### src/rtl/fetch_pkg.sv
// Shared types and defaults for the instruction fetch buffer.
package fetch_pkg;

    localparam int unsigned FETCH_DEPTH   = 4;
    localparam int unsigned FETCH_ADDR_W  = 8;
    localparam int unsigned FETCH_INSTR_W = 9;

    typedef struct packed {
        logic [31:0]              pc;
        logic [FETCH_INSTR_W-1:0] instr;
    } fetch_entry_t;

endpackage

### src/rtl/fetch_fifo.sv
// Synchronous FIFO of {pc, instr} entries with push/pop, clear and occupancy count.
module fetch_fifo
    import fetch_pkg::*;
#(
    parameter int unsigned DEPTH = FETCH_DEPTH
) (
    input  logic                         clk,
    input  logic                         reset,
    input  logic                         i_clear,
    input  logic                         i_push,
    input  logic                         i_pop,
    input  fetch_entry_t                 i_wdata,
    output fetch_entry_t                 o_rdata,
    output logic [$clog2(DEPTH+1)-1:0]   o_count
);

    localparam int unsigned PTR_W = $clog2(DEPTH);
    localparam int unsigned CNT_W = $clog2(DEPTH+1);

    fetch_entry_t     r_mem [DEPTH];
    logic [PTR_W-1:0] r_wr_ptr;
    logic [PTR_W-1:0] r_rd_ptr;
    logic [CNT_W-1:0] r_count;

    logic w_empty;
    logic w_full;
    logic w_push;
    logic w_pop;

    always_comb begin
        w_empty = (r_count == '0);
        w_full  = (r_count == CNT_W'(DEPTH));
        // A push into a full FIFO is only legal when the head leaves the same cycle.
        w_push  = i_push & (~w_full | i_pop);
        w_pop   = i_pop & ~w_empty;
    end

    always_ff @(posedge clk or posedge reset) begin
        if (reset) begin
            r_wr_ptr <= '0;
            r_rd_ptr <= '0;
            r_count  <= '0;
        end else if (i_clear) begin
            r_wr_ptr <= '0;
            r_rd_ptr <= '0;
            r_count  <= '0;
        end else begin
            if (w_push) begin
                r_wr_ptr <= r_wr_ptr + PTR_W'(1);
            end
            if (w_pop) begin
                r_rd_ptr <= r_rd_ptr + PTR_W'(1);
            end
            case ({w_push, w_pop})
                2'b10:   r_count <= r_count + CNT_W'(1);
                2'b01:   r_count <= r_count - CNT_W'(1);
                default: r_count <= r_count;
            endcase
        end
    end

    always_ff @(posedge clk) begin
        if (w_push && !i_clear) begin
            r_mem[r_wr_ptr] <= i_wdata;
        end
    end

    assign o_rdata = r_mem[r_rd_ptr];
    assign o_count = r_count;

endmodule

### src/rtl/instr_fetch_buffer.sv
// Fetch stage: issues imem reads from the PC stream and queues {pc, instr} for decode.
// Optional FETCH_BYPASS_EN presents returning read data directly when the queue is empty.
module instr_fetch_buffer
    import fetch_pkg::*;
#(
    parameter int unsigned DEPTH   = FETCH_DEPTH,
    parameter int unsigned ADDR_W  = FETCH_ADDR_W,
    parameter int unsigned INSTR_W = FETCH_INSTR_W
) (
    input  logic                         clk,
    input  logic                         reset,
    input  logic [31:0]                  pc_in,
    input  logic                         pc_valid,
    output logic                         fetch_stall,
    input  logic                         flush,
    output logic                         imem_rd_en,
    output logic [ADDR_W-1:0]            imem_addr,
    input  logic [INSTR_W-1:0]           imem_rdata,
    output logic                         dec_valid,
    input  logic                         dec_ready,
    output logic [INSTR_W-1:0]           dec_instr,
    output logic [31:0]                  dec_pc,
    output logic [$clog2(DEPTH+1)-1:0]   occupancy
);

    localparam int unsigned CNT_W = $clog2(DEPTH+1);

    logic         r_inflight;
    logic [31:0]  r_inflight_pc;

    logic [CNT_W-1:0] w_count;
    logic [CNT_W:0]   w_pending;
    fetch_entry_t     w_head;
    fetch_entry_t     w_push_data;
    logic             w_stall;
    logic             w_rd_issue;
    logic             w_return;
    logic             w_head_valid;
    logic             w_bypass;
    logic             w_fifo_push;
    logic             w_fifo_pop;

    // Stall counts the outstanding read as occupied and gives no credit for a same-cycle pop.
    always_comb begin
        w_pending  = {1'b0, w_count} + (CNT_W+1)'(r_inflight);
        w_stall    = (w_pending >= (CNT_W+1)'(DEPTH));
        w_rd_issue = pc_valid & ~w_stall & ~flush & ~reset;
        w_return   = r_inflight & ~flush;
    end

    always_comb begin
        w_head_valid = (w_count != '0);
`ifdef FETCH_BYPASS_EN
        w_bypass     = w_return & ~w_head_valid;
`else
        w_bypass     = 1'b0;
`endif
        w_fifo_pop   = w_head_valid & dec_ready;
        w_fifo_push  = w_return & ~(w_bypass & dec_ready);
        w_push_data  = '{pc: r_inflight_pc, instr: imem_rdata};
    end

    always_comb begin
        dec_valid = w_head_valid | w_bypass;
        dec_instr = '0;
        dec_pc    = '0;
        if (w_bypass) begin
            dec_instr = imem_rdata;
            dec_pc    = r_inflight_pc;
        end else if (w_head_valid) begin
            dec_instr = w_head.instr;
            dec_pc    = w_head.pc;
        end
    end

    always_ff @(posedge clk or posedge reset) begin
        if (reset) begin
            r_inflight    <= 1'b0;
            r_inflight_pc <= '0;
        end else begin
            r_inflight <= w_rd_issue;
            if (w_rd_issue) begin
                r_inflight_pc <= pc_in;
            end
        end
    end

    fetch_fifo #(
        .DEPTH (DEPTH)
    ) u_fifo (
        .clk     (clk),
        .reset   (reset),
        .i_clear (flush),
        .i_push  (w_fifo_push),
        .i_pop   (w_fifo_pop),
        .i_wdata (w_push_data),
        .o_rdata (w_head),
        .o_count (w_count)
    );

    assign fetch_stall = w_stall;
    assign imem_rd_en  = w_rd_issue;
    assign imem_addr   = pc_in[ADDR_W-1:0];
    assign occupancy   = w_count;

endmodule

### config.mk
export PLATFORM = sky130hd
export DESIGN_NAME = instr_fetch_buffer
export DESIGN_NICKNAME = d
export VERILOG_FILES = /design/src/rtl/fetch_pkg.sv /design/src/rtl/fetch_fifo.sv /design/src/rtl/instr_fetch_buffer.sv
export SDC_FILE = /design/constraint.sdc
export NUM_CORES = 1
export LEC_CHECK = 0
export CAP_MARGIN = 30
export CORE_UTILIZATION = 40
export DETAILED_ROUTE_END_ITERATION = 7
export DONT_BUFFER_PORTS = 1
export MAX_ROUTING_LAYER = met4
export PLACE_DENSITY_LB_ADDON = 0.25
export SLEW_MARGIN = 10
export SYNTH_ARGS = -nofsm -noshare
export SYNTH_HDL_FRONTEND = slang
export SYNTH_HIERARCHICAL = 1
export SYNTH_SLANG_ARGS = --single-unit
### constraint.sdc
create_clock -name clk -period 2.93 [get_ports clk]
set_input_delay 0.4395 -clock clk [delete_from_list [all_inputs] [get_ports clk]]
set_output_delay 0.4395 -clock clk [all_outputs]
set_load 0.01 [all_outputs]
### Word level (Yosys, flattened, before mapping)

Memories as Yosys holds them, arrays and structs flattened.
Index checks and enable logic that the tools add are counted.
Widths: inputs -> output; s select.

| storage, ports and cells | value |
|---|---|
| flip-flop bits (word level) | 40 |
| RAM bits | 164 |
| input port bits | 46 |
| output and inout port bits | 55 |
| memories kept | 1 |

| cells by class | value |
|---|---|
| $add $sub $neg | 5 |
| $lt $le $gt $ge | 1 |
| eq/ne operators | 3 |
| mux-type cells | 10 |
| bitwise operators | 13 |
| reductions and logical operators | 7 |

Memories:

| name | depth | width | read ports | clocked after memory_dff | write ports | RTL line | source |
|---|---|---|---|---|---|---|---|
| u_fifo.r_mem | 4 | 41 | 1 | 0 | 1 | fetch_fifo.sv:20 | `fetch_entry_t r_mem [DEPTH];` |

Operators by type and width:

| operator | number |
|---|---|
| $mux 32 | 1 |
| $mux 9 | 1 |
| $mux 2 | 4 |
| $and 1x1->1 | 7 |
| $pmux 3 s2 | 1 |
| $reduce_bool 3->1 | 2 |
| $not 1->1 | 5 |
| $add 2x1->2 const B | 2 |
| $add 3x1->4 | 1 |
| $ge 4x3->1 const B | 1 |
| $reduce_bool 2->1 | 2 |
| $add 3x1->3 const B | 1 |
| $eq 3x3->1 const B | 1 |
| $logic_not 3->1 | 1 |
| $mux 3 | 1 |
| $sub 3x1->3 const B | 1 |
| $eq 2x1->1 const B | 1 |
| $eq 2x2->1 const B | 1 |
| $mux 1 | 2 |
| $logic_and 1x1->1 | 1 |
| $logic_not 1->1 | 1 |
| $or 1x1->1 | 1 |

### Logic depth before layout (Yosys ltp)

| logic depth | value |
|---|---|
| word-level depth | 7 |
| depth in mapped cells | 10 |
| gate-level depth less buffers | 8 |

### Hierarchy

Netlist, hierarchy kept.

By module, submodules not included:

| module | instances | cells an instance | area an instance (um2) | seq. area each (um2) |
|---|---|---|---|---|
| fetch_fifo | 1 | 278 | 6,493.7 | 5,099.9 |
| instr_fetch_buffer | 1 | 131 | 1,741.7 | 825.8 |

### Worst setup path after synthesis

Ideal clock, no wire load.

| path | value |
|---|---|
| kind | register -> register |
| start | register u_fifo.r_count[0], in the netlist u_fifo/o_count[0] |
| end | memory u_fifo/r_mem[1][0] (netlist name), enable pin |
| data arrival time | 2.456 ns |
| setup slack | 0.072 ns |
| cell stages (with the launch flop) | 8 |
| cell sequence | dfrtp_1 -> nor3_2 -> clkbuf_1 -> nor2b_1 -> buf_6 -> nor4b_2 -> nor3_1 -> and2_1 |

| between the ends | value |
|---|---|
| word-level cells in the longest chain between the ends | 7 |

Ends and longest elaborated chain:

| item | RTL line | source |
|---|---|---|
| start, declared | fetch_fifo.sv:23 | `logic [CNT_W-1:0] r_count;` |
| start signal, assigned | fetch_fifo.sv:55 | `2'b10: r_count <= r_count + CNT_W'(1);` |
| start signal, assigned | fetch_fifo.sv:56 | `2'b01: r_count <= r_count - CNT_W'(1);` |
| start signal, assigned | fetch_fifo.sv:57 | `default: r_count <= r_count;` |
| $reduce_bool 3->1 | instr_fetch_buffer.sv:52 | `w_head_valid = (w_count != '0);` |
| $and 1x1->1 | instr_fetch_buffer.sv:58 | `w_fifo_pop = w_head_valid & dec_ready;` |
| named net w_fifo_pop | instr_fetch_buffer.sv:41 | `logic w_fifo_pop;` |
| $or 1x1->1 | fetch_fifo.sv:34 | `w_push = i_push & (~w_full \| i_pop);` |
| $and 1x1->1 | fetch_fifo.sv:34 |  |
| $logic_and 1x1->1 | fetch_fifo.sv:63 | `if (w_push && !i_clear) begin` |
| $mux 1 | fetch_fifo.sv:63 |  |
| $mux 1 (implied by the code) | fetch_fifo.sv:64 | `r_mem[r_wr_ptr] <= i_wdata;` |
| end, declared | fetch_fifo.sv:20 |  |

The timed path passes the listed nets, and every way through them passes these cells.

==> impl_metrics.tcl <==
set metrics [dict create \
    status "finished, violations left" \
    violations "negative hold slack" \
    cellPowerDensity_nw_per_um2 692 \
    first_global_vias 3926 \
    maximum_number_of_pins_on_one_net_before_global_route_repair 43 \
    reg2reg_slack_ns 0.36 \
    cpLargestDelayFamily "flip-flops" \
    setup_ws_ns 0.259 \
    period_share 0.912 \
    worst_clock_skew_ns 0.00646 \
    required_ns 2.49 \
    finalHoldViolCount 33 \
    detail_route.wirelength_um 14700 \
    critical_path.slowest_cell "dfrtp_4" \
    io_pins 101 \
    die_height_um 145 \
    worst_ir_drop_vdd_mv 0.444 \
    num_antenna_cells 0 \
    gp_routability_congestion 0.731 \
    die_x_um 145 \
    syn-cell-area_um2 8240 \
    maxClockFrequency_mhz 374 \
    slew_violations 0 \
    worst_setup_path_start_kind "register" \
    portBuffers 0 \
    final_antenna_net_count 0 \
    cts_num_sinks 204 \
    num_vias 3612 \
    setup-tns-final_ns 0 \
    leakagePower_nw 3.18 \
    synth.lib_cells_used.distinct 41 \
    pre_cts_ws_ns 0.362 \
    final-instance-count-excl-fill 704 \
    grt_first_pass_wirelength_um 23200 \
    slew_headroom 0.500 \
    rsz0062_at_grt "false" \
    antenna_found_initial 0 \
    period_minus_ws_final_ns 2.67 \
    ctsHtreeMaxLevel 1 \
    place.detailed.instances 662 \
    crit_type "register to primary output" \
    hold_path_class "input port to asynchronous set/reset pin" \
    transition_time_at_the_pin_with_the_least_slew_margin_ns 0.750 \
    clock_path_buffers 3 \
    critical_path.cell_chain "buf_12 > mux4_2 > nor2b_1" \
    nFillCells 1687 \
    nNetsFinal 469 \
    coreArea_um2 20200 \
    global_route.overflow_total 0 \
    reg2reg_depth 6 \
    post_cts_resize_count 0 \
    synthesis.instances 409 \
    finalCoreUtilization 0.462 \
    global_route.usage.total 0.149 \
    tritoncts "yes" \
    ys_ff_latch 204 \
    areaGrowthSynthToFinish_pct 13.6 \
    numCtsBuffers 22 \
    cts.reportedPaths.clkPinSlew_ns 0.06 \
    hpwl_um 9220 \
    synthesis.nets 460 \
    detailedRoute.firstPassIterationCount 4 \
    drc 0 \
    vias_per_cell 5.13 \
    critical_path_fanout_max 27 \
    maximum_single_stage_delay_on_the_critical_path_ns 0.65 \
    layout_common_cells "164 x edfxtp_1, 43 x nor2b_1, 41 x mux4_2" \
    rows 52 \
    end_kind "primary output" \
    place_area_um2 8560 \
    drt-initial-drc-count 199 \
    synth.yosys.seq_area_share 0.720 \
    worst_flop_to_flop_path_endpoint "u_fifo/r_mem[0][9]" \
    p_total_mw 6.48 \
    worst_hold_slack_ns -0.0486 \
    final_common_cell "edfxtp_1" \
    setup_violations 0 \
    worst_skew_pair_later_pin_latency_ns 0.49 \
    cts_root_buffer "clkbuf_16" \
    cp_num_buf_inv 1 \
    wl_per_cell_um 20.9 \
    drv_cap 0 \
    cts.repair_timing.setup_buffer_count 0 \
    syn_area_per_cell_um2 20.1 \
    fin_area_um2 9350 \
    initial_utilization 0.407 \
    drive_above_1_share 0.311 \
    arrival_time_worst_endpoint_ns 2.23 \
    timing.rr.start "u_fifo/o_count[2]" \
    yosysWarnings 6 \
    dieArea_um2 21200 \
]
==> routing by layer <==
| layer | share of wire | GRT usage | wire length, um | vias up |
|---|---|---|---|---|
| li1 | - | - | - | 1596 |
| met1 | 0.43 | 0.195 | 6340 | 1891 |
| met2 | 0.48 | 0.227 | 7030 | 103 |
| met3 | 0.072 | 0.0408 | 1060 | 22 |
| met4 | 0.018 | 0.0484 | 271 | 0 |
| met5 | 0 | - | 0 | - |
==> power breakdown <==
| group | switching (mW) | internal [mW] | total (mW) |
|---|---|---|---|
| logic | 0.0576 | 0.129 | 0.187 |
| clock network | 1.06 | 1.78 | 2.84 |
| registers | 0.131 | 3.32 | 3.45 |
| total | 1.25 | 5.22 | 6.48 |
==> area by class of cell <==
class                   instances  area, um^2  share of cell area
clock buffers                  29         628              0.0672
clock inverters                11         141              0.0151
inverters                      10        37.5             0.00401
multi-input cells             164        2050               0.219
flip-flops and latches        204        5930               0.634
well taps                     270         338              0.0361
repair buffers                 16         225              0.0241
==> cells in the mapped netlist <==
library cell	number	area [um^2]
nand3_4	1	17.5
buf_4	12	90.1
a31oi_4	1	21.3
a21oi_1	3	15.0
nand3b_1	1	7.51
dfrtp_1	40	1000
clkbuf_4	1	7.51
nor2b_1	43	269
o2111ai_1	2	17.5
or3_1	1	6.26
xor2_1	3	26.3
xnor2_1	1	8.76
o31ai_1	1	7.51
o311ai_1	1	8.76
and2_1	4	25.0
mux2_4	29	435
nand3_1	2	10.0
buf_2	5	25.0
o221ai_1	1	8.76
buf_6	6	67.6
clkdlybuf4s18_2	1	10.0
nand2b_4	1	13.8
nor3_1	2	10.0
mux4_2	41	923
fa_1	1	20.0
mux2_2	3	33.8
inv_1	10	37.5
nor2_1	7	26.3
edfxtp_1	164	4920
clkbuf_8	1	13.8
or2_2	1	6.26
clkbuf_1	5	18.8
nor3_2	1	10.0
o21ai_0	2	10.0
a31oi_1	1	6.26
o21bai_1	1	7.51
a211oi_1	1	7.51
nand2_1	2	7.51
or4_1	1	7.51
ha_1	4	50.1
nor4b_2	1	15.0
==> cells by family (layout without fill, tap and decap cells) <==
logic type,count (synthesis),count (layout),share of synthesized area
adder cells (fa/ha/maj),5,5,0.00851
AND/OR/NAND/NOR,68,68,0.0524
AO/OA/AOI/OAI,14,14,0.0134
multiplexers,73,73,0.169
flip-flops,204,204,0.720
buffers and inverters,41,66,0.0328
XOR/XNOR,4,4,0.00425
==> worst max-delay path by stage <==
stage          slack (ns)            endpoint                from  cells after the start
2_1_floorplan        0.07  u_fifo/r_mem[1][0]   u_fifo/o_count[0]                      7
3_3_place_gp         0.40  u_fifo/r_mem[0][4]   u_fifo/o_count[2]                      6
3_5_place_dp         0.36  u_fifo/r_mem[0][4]   u_fifo/o_count[2]                      6
4_1_cts              0.18          dec_pc[31]  u_fifo/r_rd_ptr[0]                      3
5_1_grt              0.13          imem_rd_en   u_fifo/o_count[0]                      4
6_report             0.26          dec_pc[31]  u_fifo/r_rd_ptr[0]                      3
==> flip-flops by register name, indices dropped and copies added, names as in the netlist <==
signal,flops
r_inflight,1
r_inflight_pc,32
u_fifo/o_count,3
u_fifo/r_mem,164
u_fifo/r_rd_ptr,2
u_fifo/r_wr_ptr,2
==> timing repair <==
item | CTS | global route
hold buffers | 2 | 0
hold endpoints to repair | 14 | 0
endpoints found under the setup margin | 0 | 0
Power figures use the tool's default switching activity.
